File: src/rtl/codec_vol_ctrl.sv
// rtl/codec_vol_ctrl.sv - WM8731 headphone volume control: button debounce, auto-repeat, saturated volume, I2C write scheduling
module codec_vol_ctrl #(
    parameter int unsigned DEB_CYC    = 1000000,
    parameter int unsigned REP_CYC    = 10000000,
    parameter int unsigned ACK_TO_CYC = 5000000,
    parameter logic [6:0]  VOL_RESET  = 7'h78,
    parameter logic [6:0]  VOL_MAX    = 7'h7F,
    parameter logic [6:0]  VOL_MIN    = 7'h30,
    parameter logic        ZC_EN      = 1'b0
) (
    input  logic        sys_clk,
    input  logic        sys_rst,
    input  logic        vol_add,
    input  logic        vol_sub,
    input  logic        cfg_done,
    input  logic        i2c_ack,
    output logic        i2c_req,
    output logic [15:0] i2c_word,
    output logic [6:0]  spk_vol,
    output logic        err
);

    localparam int DW = $clog2(DEB_CYC + 1);
    localparam int RW = $clog2(REP_CYC + 1);
    localparam int TW = $clog2(ACK_TO_CYC + 1);
    localparam logic [DW-1:0] DEB_LAST = DW'(DEB_CYC - 1);
    localparam logic [RW-1:0] REP_HIT  = RW'(REP_CYC);
    localparam logic [TW-1:0] TO_LAST  = TW'(ACK_TO_CYC - 1);

    typedef enum logic [1:0] {S_INIT, S_IDLE, S_REQ} state_t;

    // Button index 0 is vol_add, index 1 is vol_sub.
    logic [1:0]    raw;
    logic [1:0]    sync1_q, sync2_q;
    logic [1:0]    deb_q, deb_d, deb_prev_q;
    logic [DW-1:0] deb_cnt_q [2];
    logic [DW-1:0] deb_cnt_d [2];
    logic [RW-1:0] rep_cnt_q [2];
    logic [RW-1:0] rep_cnt_d [2];
    logic [1:0]    alone, stb;

    state_t        state_q, state_d;
    logic [6:0]    vol_q, vol_d;
    logic          vol_chg;
    logic          dirty_q, dirty_d;
    logic          req_q, req_d;
    logic          err_q, err_d;
    logic [15:0]   word_q, word_d;
    logic [TW-1:0] to_cnt_q, to_cnt_d;

    assign raw   = {vol_sub, vol_add};
    assign alone = {deb_q[1] & ~deb_q[0], deb_q[0] & ~deb_q[1]};

    always_comb begin
        deb_d = deb_q;
        stb   = '0;
        for (int i = 0; i < 2; i++) begin
            deb_cnt_d[i] = '0;
            if (sync2_q[i] != deb_q[i]) begin
                if (deb_cnt_q[i] == DEB_LAST) deb_d[i] = sync2_q[i];
                else deb_cnt_d[i] = deb_cnt_q[i] + 1'b1;
            end
            // Repeat counter restarts at 1 on each strobe so every period is REP_CYC cycles.
            stb[i] = alone[i] & ((deb_q[i] & ~deb_prev_q[i]) | (rep_cnt_q[i] == REP_HIT));
            if (!alone[i])  rep_cnt_d[i] = '0;
            else if (stb[i]) rep_cnt_d[i] = RW'(1);
            else            rep_cnt_d[i] = rep_cnt_q[i] + 1'b1;
        end
    end

    always_comb begin
        vol_d   = vol_q;
        vol_chg = 1'b0;
        if (stb[0] && vol_q != VOL_MAX) begin
            vol_d   = vol_q + 7'd1;
            vol_chg = 1'b1;
        end else if (stb[1] && vol_q != VOL_MIN) begin
            vol_d   = vol_q - 7'd1;
            vol_chg = 1'b1;
        end
    end

    always_comb begin
        state_d  = state_q;
        req_d    = req_q;
        word_d   = word_q;
        err_d    = err_q;
        dirty_d  = dirty_q;
        to_cnt_d = to_cnt_q;
        case (state_q)
            S_INIT: if (cfg_done) state_d = S_IDLE;
            S_IDLE: begin
                if (dirty_q) begin
                    word_d   = {7'h02, 1'b1, ZC_EN, vol_q};
                    req_d    = 1'b1;
                    dirty_d  = 1'b0;
                    to_cnt_d = '0;
                    state_d  = S_REQ;
                end
            end
            S_REQ: begin
                // Ack wins over a timeout in the same cycle.
                if (i2c_ack) begin
                    req_d   = 1'b0;
                    state_d = S_IDLE;
                end else if (to_cnt_q == TO_LAST) begin
                    req_d   = 1'b0;
                    err_d   = 1'b1;
                    dirty_d = 1'b1;
                    state_d = S_IDLE;
                end else begin
                    to_cnt_d = to_cnt_q + 1'b1;
                end
            end
            default: state_d = S_INIT;
        endcase
        if (vol_chg) dirty_d = 1'b1;
    end

    always_ff @(posedge sys_clk) begin
        if (sys_rst) begin
            sync1_q    <= '0;
            sync2_q    <= '0;
            deb_q      <= '0;
            deb_prev_q <= '0;
            for (int i = 0; i < 2; i++) begin
                deb_cnt_q[i] <= '0;
                rep_cnt_q[i] <= '0;
            end
            state_q    <= S_INIT;
            vol_q      <= VOL_RESET;
            dirty_q    <= 1'b0;
            req_q      <= 1'b0;
            err_q      <= 1'b0;
            word_q     <= 16'h0000;
            to_cnt_q   <= '0;
        end else begin
            sync1_q    <= raw;
            sync2_q    <= sync1_q;
            deb_q      <= deb_d;
            deb_prev_q <= deb_q;
            for (int i = 0; i < 2; i++) begin
                deb_cnt_q[i] <= deb_cnt_d[i];
                rep_cnt_q[i] <= rep_cnt_d[i];
            end
            state_q    <= state_d;
            vol_q      <= vol_d;
            dirty_q    <= dirty_d;
            req_q      <= req_d;
            err_q      <= err_d;
            word_q     <= word_d;
            to_cnt_q   <= to_cnt_d;
        end
    end

    assign i2c_req  = req_q;
    assign i2c_word = word_q;
    assign spk_vol  = vol_q;
    assign err      = err_q;

endmodule

File: config.mk
export PLATFORM = sky130hd
export DESIGN_NAME = codec_vol_ctrl
export DESIGN_NICKNAME = d
export VERILOG_FILES = /design/src/rtl/codec_vol_ctrl.sv
export SDC_FILE = /design/constraint.sdc
export NUM_CORES = 1
export LEC_CHECK = 0
export CORE_MARGIN = 2
export CORE_UTILIZATION = 60
export CTS_CLUSTER_DIAMETER = 50
export CTS_CLUSTER_SIZE = 40
export DETAILED_ROUTE_END_ITERATION = 8
export PLACE_DENSITY = 0.78
export SYNTH_ARGS = -nofsm -noshare
export SYNTH_HDL_FRONTEND = slang
export SYNTH_SLANG_ARGS = --single-unit
File: constraint.sdc
create_clock -name sys_clk -period 3.29 [get_ports sys_clk]
set_clock_uncertainty 0.15 [all_clocks]
set_input_delay 0.329 -clock sys_clk [delete_from_list [all_inputs] [get_ports sys_clk]]
set_output_delay 0.329 -clock sys_clk [all_outputs]
set_load 0.01 [all_outputs]
# Yosys cells after proc, flatten, opt, wreduce, memory -nomap -nowiden
# Memories as Yosys holds them, arrays and structs flattened.
# Index checks and enable logic that the tools add are counted.
[totals] register_bits=51 ramBits=88 inputBits=6 elab_cells=106 output_inout_bits=25 mem_count=2
[mem_list] memory="rep_cnt_q" words=2 word_bits=24 rd=2 rd_ports_with_merged_regs=0 write_ports=2 line="38" text="logic [RW-1:0] rep_cnt_q [2];"
[mem_list] memory="deb_cnt_q" words=2 word_bits=20 rd=2 rd_ports_with_merged_regs=0 write_ports=2 line="36" text="logic [DW-1:0] deb_cnt_q [2];"
[classes] reduce_logical=14 eq_ne=18 addsub=7 bitwise_logic=17 mux=36
[ops] operator="24-bit 2-to-1 mux" count=6
[ops] operator="20-bit 2-to-1 mux" count=6
[ops] operator="23-bit 2-to-1 mux" count=3
[ops] operator="24-bit by 1-bit adder with 24-bit output (second input constant)" count=2
[ops] operator="24-bit equality test (second input constant)" count=2
[ops] operator="23-bit case mux with 2 select lines" count=1
[ops] operator="20-bit by 1-bit adder with 20-bit output (second input constant)" count=2
[ops] operator="20-bit equality test (second input constant)" count=2
[ops] operator="23-bit by 1-bit adder with 23-bit output (second input constant)" count=1
[ops] operator="23-bit equality test (second input constant)" count=1
[ops] operator="7-bit 2-to-1 mux" count=2
[ops] operator="3-bit AND reduction" count=4
[ops] operator="1-bit 2-to-1 mux" count=11
[ops] operator="3-bit inequality test (second input constant)" count=3
[ops] operator="2-bit 2-to-1 mux" count=4
[ops] operator="2-bit inequality test (second input constant)" count=4
[ops] operator="7-bit by 1-bit adder with 7-bit output (second input constant)" count=1
[ops] operator="7-bit by 6-bit inequality test with 1-bit output (second input constant)" count=1
[ops] operator="7-bit inequality test (second input constant)" count=1
[ops] operator="7-bit by 1-bit subtractor with 7-bit output (second input constant)" count=1
[ops] operator="1-bit bitwise AND" count=6
[ops] operator="1-bit OR" count=6
[ops] operator="2-bit case mux with 3 select lines" count=1
[ops] operator="2-bit AND reduction" count=3
[ops] operator="10 further kinds" count=18

# Longest topological paths before layout
# Gate-level depths: netlist (run 1).
[depth] ltp_word=9 mapped_depth=12 depth_no_buf=12

# Worst setup path after synthesis (run 1)
# OpenSTA, ideal clock, no wires.
[synth_path] path_type="register -> register" from="memory rep_cnt_q[0][0] (netlist bit)" to="register vol_q[6] (netlist: spk_vol[6])" required_ns=3.052 t_arrival_ns=2.690 stages_incl_launch_ff=13 setup_time_ns=0.088 slack_ns=0.362 synth_period_minus_slack_ns=2.928 path_buffers=0 cell_sequence="dfxtp_1 inv_1 ha_1 nor4bb_1 nand4_1 a211oi_4 inv_1 ha_1 a211oi_1 o21ai_0 o21ai_0 and4_2 a311oi_2"
[synth_lines] item="start: declaration" line="38"
[synth_lines] item="end signal: assignment" line="147" text="vol_q <= vol_d;"
[synth_lines] item="end: declaration" line="43" text="logic [6:0] vol_q, vol_d;"

==> results of run 1 <==
==> cells by family (layout without fill, tap and decap cells) <==
logic type                 count (synthesis)  after routing
and+or+nand+nor                          374            374
DFF                                      139            139
xor gates and xnor gates                  88             88
AOI/OAI and AO/OA                         79             79
buffers and inverters                     60             86
muxes                                     15             15
adders and majority gates                 13             13
other                                      1              7
==> per-layer routing <==
metal | global-route usage (%) | part of all wire (%)
met5 | 0 | 0
met3 | 6.94 | 5.3
met1 | 30.9 | 45
met2 | 41.7 | 48
met4 | 11.4 | 1.9
==> cell type report <==
class	count	area share (%)
clock buffer	24	6.35
clock inverter	7	1.49
inverter	25	1.24
multi-input combinational	576	48.1
sequential	139	36.8
tap	140	2.32
timing repair buffer	30	3.74
==> per-stage QoR <==
| stage | util (%) | cell area, um^2 | power [uW] | std cells | setup slack (ns) |
|---|---|---|---|---|---|
| 6_report | 69.8 | 7560 | 3640 | 941 | 0.200 |
| 5_1_grt | 69.8 | 7560 | 3750 | 941 | 0.00656 |
| 3_5_place_dp | 64.3 | 6970 | 1770 | 910 | 0.202 |
| 3_3_place_gp | 64.3 | 6970 | 1770 | 910 | 0.328 |
| 2_1_floorplan | - | 6710 | 1770 | 775 | 0.362 |
| 4_1_cts | 69.8 | 7560 | 3680 | 941 | 0.158 |
==> worst max path at each step <==
stage	slack, ns	depth (start not counted)	endpoint	from
finish	0.20	12	spk_vol[6]$_SDFFE_PP1P_	rep_cnt_q[0][0]$_SDFF_PP0_
global route	0.007	12	spk_vol[6]$_SDFFE_PP1P_	rep_cnt_q[0][0]$_SDFF_PP0_
CTS	0.16	12	spk_vol[6]$_SDFFE_PP1P_	rep_cnt_q[0][0]$_SDFF_PP0_
detailed placement	0.20	12	spk_vol[6]$_SDFFE_PP1P_	rep_cnt_q[0][0]$_SDFF_PP0_
global placement	0.33	12	spk_vol[6]$_SDFFE_PP1P_	rep_cnt_q[0][0]$_SDFF_PP0_
floorplan	0.36	12	spk_vol[6]$_SDFFE_PP1P_	rep_cnt_q[0][0]$_SDFF_PP0_
==> flip-flops by register name (all words and copies together), names as in the netlist <==
signal	cells
sync1_q	2
deb_q	2
state_q	2
to_cnt_q	23
rep_cnt_q	48
spk_vol	7
err	1
i2c_word	8
deb_cnt_q	40
sync2_q	2
deb_prev_q	2
i2c_req	1
dirty_q	1
==> Yosys cell counts, types with 3 or more instances <==
cell type  instances
and2_1             3
dfxtp_1          139
nor4_1            12
o31ai_1            5
mux2i_1           14
xnor2_1           53
nand2b_1           3
buf_2             11
nand2_1           65
nor4bb_1           3
xor2_1            35
inv_1             24
buf_4             11
ha_1              12
nor2b_1            9
and3b_1            3
o21ai_0            9
and3_1             8
nor2_1           135
clkbuf_1          10
nand3_1           40
nand4_1           20
a211oi_1           3
nor3_1            24
or4_1              7
a2111oi_0          4
o211ai_1           7
and4_1            13
or3_1             12
a21oi_1           23
o21a_1             4
nand4_2            3
==> cell usage in the layout (no fill, tap or decap), drive strengths merged, types with 15 or more instances in the layout <==
cell,netlist,routed
a21oi,24,24
nor3,24,24
inv,24,24
nand3,40,40
xor2,35,35
nand2,65,65
dfxtp,139,139
nor2,135,135
clkdlybuf4s50,0,23
nand4,23,23
xnor2,53,53
and4,15,15
clkbuf,10,24
==> power by group through the flow <==
stage	clock network [uW]	registers, uW	logic (uW)
floorplan	0	1730	39.3
global placement	0	1730	43.5
detailed placement	0	1730	44.3
CTS	1950	1690	44.5
global route	2010	1690	50.2
finish	1910	1690	44.7
==> what timing repair did <==
item / in CTS / in global routing
hold buffers: 0 / 0
setup buffers: 0 / 0
endpoints found under the setup margin: 0 / 1
gates resized for setup: 0 / 1
endpoints found under the hold margin: 0 / 0
==> run summary, run 1 <==
DETAILED ROUTING
-----------------------------------------------------------------------------------------------------------------
Mean routed wirelength per cell ....................................................................      14.8 um
Via count ..........................................................................................         5409
Total detailed-routing wirelength ..................................................................     14000 um
Vias per std cell ..................................................................................         5.75
Number of design-rule violations left by the first detailed-router iteration .......................          305
TritonRoute pass-1 iters ...........................................................................            5
Final antenna-violating net count ..................................................................            0
Number of remaining DRC errors .....................................................................            0

POWER AND IR DROP
-----------------------------------------------------------------------------------------------------------------
Clock Power Share ..................................................................................        52.3%
Sw frac ............................................................................................        19.6%
Power density relative to cell area ................................................................  482 nW/um^2
Sequential cell fraction of total power ............................................................        46.5%
Internal ...........................................................................................      2930 uW
Peak supply drop ...................................................................................     0.400 mV
Standby leakage power ..............................................................................   0.00244 uW
Power share of the combinational group .............................................................         1.2%
Net switching power of the design ..................................................................       713 uW

CRITICAL PATH
-----------------------------------------------------------------------------------------------------------------
WP data required ...................................................................................      3.55 ns
Depth of the worst register-to-register path .......................................................           12
Cell with the largest stage delay on the worst path ................................................         fa_1
Critical path, cell by cell ........................................................................ inv_1 -> ha_1 -> nor4bb_1 -> nand4_1 -> a211oi_4 -> inv_1 -> fa_1 -> a211oi_1 -> o21ai_1 -> o21ai_0 -> and4_2 -> a311oi_2
Delay-heaviest family, CP .......................................................................... compound AO/OA/AOI/OAI gates
Maximum fanout along the worst path ................................................................            6
Worst reg2reg setup slack ..........................................................................      0.20 ns
Crit path launch type ..............................................................................    flip-flop
Origin of the critical flop-to-flop path ........................................................... rep_cnt_q[0][0]$_SDFF_PP0_
Crit path kind ..................................................................................... flip-flop to flip-flop
RR Endpoint ........................................................................................ spk_vol[6]$_SDFFE_PP1P_
WP data arrival ....................................................................................      3.35 ns
Setup crit end kind ................................................................................    flip-flop
Critical Path Most Common Cell .....................................................................        inv_1
CP bufs+invs .......................................................................................            2
Largest stage delay on the critical path ...........................................................      0.46 ns

CELLS AND AREA
-----------------------------------------------------------------------------------------------------------------
Number of fill cells in the layout .................................................................          868
Fraction of layout cells with a size suffix above 1 ................................................        6.99%
P&R area growth vs syn .............................................................................        13.0%
Fin nets ...........................................................................................          808
Multi-input logic area .............................................................................    3640 um^2
Count of antenna diodes in the layout ..............................................................            0
Area taken by flip-flops and latches ...............................................................    2780 um^2

LOGIC SYNTHESIS
-----------------------------------------------------------------------------------------------------------------
Dominant combinational cell family by area after synthesis ......................................... simple AND/OR/NAND/NOR gates
Number of synthesized flops with an enable pin .....................................................            0
Total standard cell area after synthesis ...........................................................    6690 um^2
Simple-gate area share of the yosys netlist ........................................................        28.4%
Share of the synthesized netlist area taken by xor and xnor gates ..................................        11.5%
Area fraction of the dominant cell type after synthesis ............................................        41.6%
Part of the Yosys area used for sequential elements ................................................        41.6%
Instance count of the mapped netlist ...............................................................          769
Biggest area contributors in the synthesized netlist ............................................... dfxtp_1, nor2_1, xnor2_1
Arithmetic-cell share of the synthesized area counting full adders, half adders and majority gates .        2.54%
Ys flop type .......................................................................................      dfxtp_1
Seq cells post-synth ...............................................................................          139
Share of the synthesized area in compound gates (AO/OA/AOI/OAI) ....................................        9.20%
Mux contribution to synthesized area ...............................................................        2.32%
Post-Synthesis Mean Instance Area ..................................................................    8.70 um^2
Synth area leader ..................................................................................      dfxtp_1
Unique cell type count in the Yosys netlist ........................................................           68
Synth warnings .....................................................................................            0
Fraction of synthesis flops using an asynchronous set or reset pin .................................           0%

CLOCK NETWORK
-----------------------------------------------------------------------------------------------------------------
Clock sink count ...................................................................................          139
Reg clk slew, reported paths .......................................................................      0.06 ns
Total clock buffers created by CTS .................................................................           17
Max Buffers Root-to-Sink ...........................................................................            2
Clock Tree Root ....................................................................................     clkbuf_8
TritonCTS clock tree ...............................................................................          yes
Maximum level of the CTS H-tree ....................................................................            4
Clock latency of the later-clocked register in the worst-skew pair .................................      0.53 ns

PLACE
-----------------------------------------------------------------------------------------------------------------
Number of port buffers .............................................................................           23
Final estimated routing congestion in global placement .............................................        0.880
Placed wire-length estimate ........................................................................      9380 um

GRT
-----------------------------------------------------------------------------------------------------------------
Largest net degree at the start of global routing ..................................................           25
Number of antenna violations at the first check in global routing ..................................            0
Global-route wire length before repair .............................................................     23800 um
Combined global-route utilization of all metal layers ..............................................        25.3%
Remaining Overflow, GRT ............................................................................            0
Vias in the first global route .....................................................................         5221

DIE
-----------------------------------------------------------------------------------------------------------------
Initial Utilization ................................................................................        61.7%
Top-level I/O count ................................................................................           31
Vertical die dimension .............................................................................       110 um
Width of the chip ..................................................................................       110 um
Site Rows ..........................................................................................           38
Total core area ....................................................................................   10800 um^2
Die area ...........................................................................................   12000 um^2

TIMING
-----------------------------------------------------------------------------------------------------------------
Achievable Freq ....................................................................................      324 MHz
Measured slew at the worst slew-check pin ..........................................................     0.861 ns
RSZ-0062 raised after global routing ...............................................................        false
Setup_tns ..........................................................................................         0 ns
Final critical path time including I/O delays and setup ............................................      3.09 ns
Period utilization .................................................................................        93.9%
Number of endpoints with negative hold slack in the final report ...................................            0
Worst slew margin ..................................................................................        42.4%
Final worst hold slack .............................................................................     0.221 ns
Final Max Slew Viols ...............................................................................            0
Final-report setup violation count .................................................................            0

HOLD PATH
-----------------------------------------------------------------------------------------------------------------
Worst Hold Endpoint ................................................................................ sync1_q[0]$_SDFF_PP0_
Hold Startpoint ....................................................................................      vol_add
Hold/Removal Path Class ............................................................................ primary input to flip-flop
Hold path depth ....................................................................................            2

RUN
-----------------------------------------------------------------------------------------------------------------
Max-capacitance violation count ....................................................................            0

OUTCOME
-----------------------------------------------------------------------------------------------------------------
Run status ......................................................................................... complete, no violations

Note: power is estimated with default switching activity, not from simulation.
==> run 2: changes to the inputs <==
Settings changed: SLEW_MARGIN from default to 10.
==> results of run 2 <==
The final DEF is identical to that of run 1; final timing and power are the same.
==> run 3: changes to the inputs <==
Settings changed: PLACE_DENSITY 0.78 to default, PLACE_DENSITY_LB_ADDON from default to 0.25.
==> run summary, run 3 (synthesis results as in run 1) <==
OUTCOME
-------------------------------------------------------------------------------------------
Run status ................................................................... complete, no violations

GRT
-------------------------------------------------------------------------------------------
Combined global-route utilization of all metal layers ........................        23.7%
Vias in the first global route ...............................................         5073
Global-route wire length before repair .......................................     22700 um
Remaining Overflow, GRT ......................................................            0
Number of antenna violations at the first check in global routing ............            0
Largest net degree at the start of global routing ............................           28

TIMING
-------------------------------------------------------------------------------------------
RSZ-0062 raised after global routing .........................................        false
Achievable Freq ..............................................................      331 MHz
Worst slew margin ............................................................        43.7%
Setup_tns ....................................................................         0 ns
Measured slew at the worst slew-check pin ....................................     0.842 ns
Number of endpoints with negative hold slack in the final report .............            0
Final-report setup violation count ...........................................            0
Final critical path time including I/O delays and setup ......................      3.02 ns
Period utilization ...........................................................        91.7%
Final worst-path setup slack .................................................     0.272 ns
Final Max Slew Viols .........................................................            0
Final worst hold slack .......................................................     0.215 ns

PLACE
-------------------------------------------------------------------------------------------
Number of port buffers .......................................................           23
Placed wire-length estimate ..................................................      9230 um
Post-place instance area .....................................................    6980 um^2
Final estimated routing congestion in global placement .......................        0.864
Worst slack after detailed placement .........................................     0.181 ns

CRITICAL PATH
-------------------------------------------------------------------------------------------
CP bufs+invs .................................................................            2
Cell with the largest stage delay on the worst path ..........................         fa_1
Setup crit end kind ..........................................................    flip-flop
Crit path launch type ........................................................    flip-flop
WP data required .............................................................      3.54 ns
Critical Path Most Common Cell ...............................................        inv_1
Largest stage delay on the critical path .....................................      0.46 ns
Crit path kind ............................................................... flip-flop to flip-flop
Maximum fanout along the worst path ..........................................            6
Critical path, cell by cell .................................................. inv_1 -> ha_1 -> nor4bb_1 -> nand4_1 -> a211oi_4 -> inv_1 -> fa_1 -> a211oi_1 -> o21ai_1 -> o21ai_0 -> and4_2 -> a311oi_2
Delay-heaviest family, CP .................................................... compound AO/OA/AOI/OAI gates
WP data arrival ..............................................................      3.26 ns

CLOCK NETWORK
-------------------------------------------------------------------------------------------
Number of resized instances in the post-cts repair step ......................            0
Clock Tree Root ..............................................................     clkbuf_8
TritonCTS clock tree .........................................................          yes
Max Buffers Root-to-Sink .....................................................            2
Number of buffers inserted for hold repair after clock tree synthesis ........            0
Clock latency of the later-clocked register in the worst-skew pair ...........      0.52 ns
Number of post-CTS setup repair buffers ......................................            0
Clock sink count .............................................................          139
Reg clk slew, reported paths .................................................      0.06 ns
Maximum level of the CTS H-tree ..............................................            4
Total clock buffers created by CTS ...........................................           17

RUN
-------------------------------------------------------------------------------------------
Max-capacitance violation count ..............................................            0

HOLD PATH
-------------------------------------------------------------------------------------------
Hold/Removal Path Class ...................................................... primary input to flip-flop

CELLS AND AREA
-------------------------------------------------------------------------------------------
Biggest register .............................................................    rep_cnt_q
Leading cell type in the layout, fill and taps excluded ......................      dfxtp_1
Number of flip-flops under the largest register name .........................           48
Biggest regs ................................................................. rep_cnt_q x48, deb_cnt_q x40, to_cnt_q x23
Fin nets .....................................................................          809
Count of antenna diodes in the layout ........................................            0
Fraction of layout cells with a size suffix above 1 ..........................        7.60%
Final core utilization .......................................................        69.9%
P&R area growth vs syn .......................................................        13.3%
Highest-count cells in the layout ignoring fill and taps ..................... dfxtp_1, nor2_1, nand2_1, xnor2_1, nand3_1
Final std cell area, no fill .................................................    7580 um^2

DIE
-------------------------------------------------------------------------------------------
Site Rows ....................................................................           38
Width of the chip ............................................................       110 um
Total core area ..............................................................   10800 um^2
Vertical die dimension .......................................................       110 um
Top-level I/O count ..........................................................           31
Die area .....................................................................   12000 um^2
Initial Utilization ..........................................................        61.7%

DETAILED ROUTING
-------------------------------------------------------------------------------------------
Vias per std cell ............................................................         5.68
Via count ....................................................................         5355
Mean routed wirelength per cell ..............................................      14.2 um
TritonRoute pass-1 iters .....................................................            6
Number of remaining DRC errors ...............................................            0
Final antenna-violating net count ............................................            0
Number of design-rule violations left by the first detailed-router iteration .          340
Total detailed-routing wirelength ............................................     13400 um

POWER AND IR DROP
-------------------------------------------------------------------------------------------
Standby leakage power ........................................................   0.00243 uW
Power density relative to cell area ..........................................  480 nW/um^2
Peak supply drop .............................................................     0.482 mV

==> run 3: cell types whose count changed in the layout (fill, tap and decap cells not counted) <==
cell        previous run  this run
clkinv_4               0         4
clkinvlp_4             1         5
buf_4                  7         8
clkbuf_1               3         0
clkbuf_8               5         2
clkinv_2               3         2
==> run 3: worst register-to-register path, delay by kind of cell (launching register included) <==
family	cells	cell delay, ns
fa+ha+maj	2	0.60
flops	1	0.34
buf+inv	2	0.25
compound gates	5	0.85
simple gates	3	0.71
==> run 3: power breakdown <==
| group | internal [uW] | switching, uW |
|---|---|---|
| Combinational | 15.1 | 29.0 |
| Sequential | 1690 | 4.64 |
| Clock | 1170 | 726 |
| Total | 2880 | 760 |
==> run 3: area by class of cell <==
| type | instances | area [um^2] |
|---|---|---|
| multi-input combinational | 576 | 3640 |
| fill | 869 | 3260 |
| sequential | 139 | 2780 |
| clock buffer | 18 | 428 |
| timing repair buffer | 31 | 290 |
| tap | 140 | 175 |
| clock inverter | 14 | 173 |
| inverter | 25 | 93.8 |
==> run 3: metal layers <==
layer	global-route usage [%]	vias up	part of all wire, %
li1	-	2704	-
met4	6.87	0	0.93
met1	29.6	2543	46
met2	40.0	98	48
met3	6.40	10	4.4
met5	0	-	0
==> run 3: stage by stage <==
stage	total power, uW	instances
6_report	3640	943
5_1_grt	3740	943
4_1_cts	3660	943
3_5_place_dp	1770	911
3_3_place_gp	1770	911
2_1_floorplan	1770	775
==> run 3: path summary, 6_finish.rpt <==
check	startpoint	to	slack [ns]	depth (start not counted)
setup / recovery	rep_cnt_q[0][0]$_SDFF_PP0_	spk_vol[6]$_SDFFE_PP1P_	0.27	12
hold / removal	vol_sub	sync1_q[1]$_SDFF_PP0_	0.22	2
setup reg to reg	rep_cnt_q[0][0]$_SDFF_PP0_	spk_vol[6]$_SDFFE_PP1P_	0.27	12
hold reg to reg	sync1_q[1]$_SDFF_PP0_	sync2_q[1]$_SDFF_PP0_	0.30	1
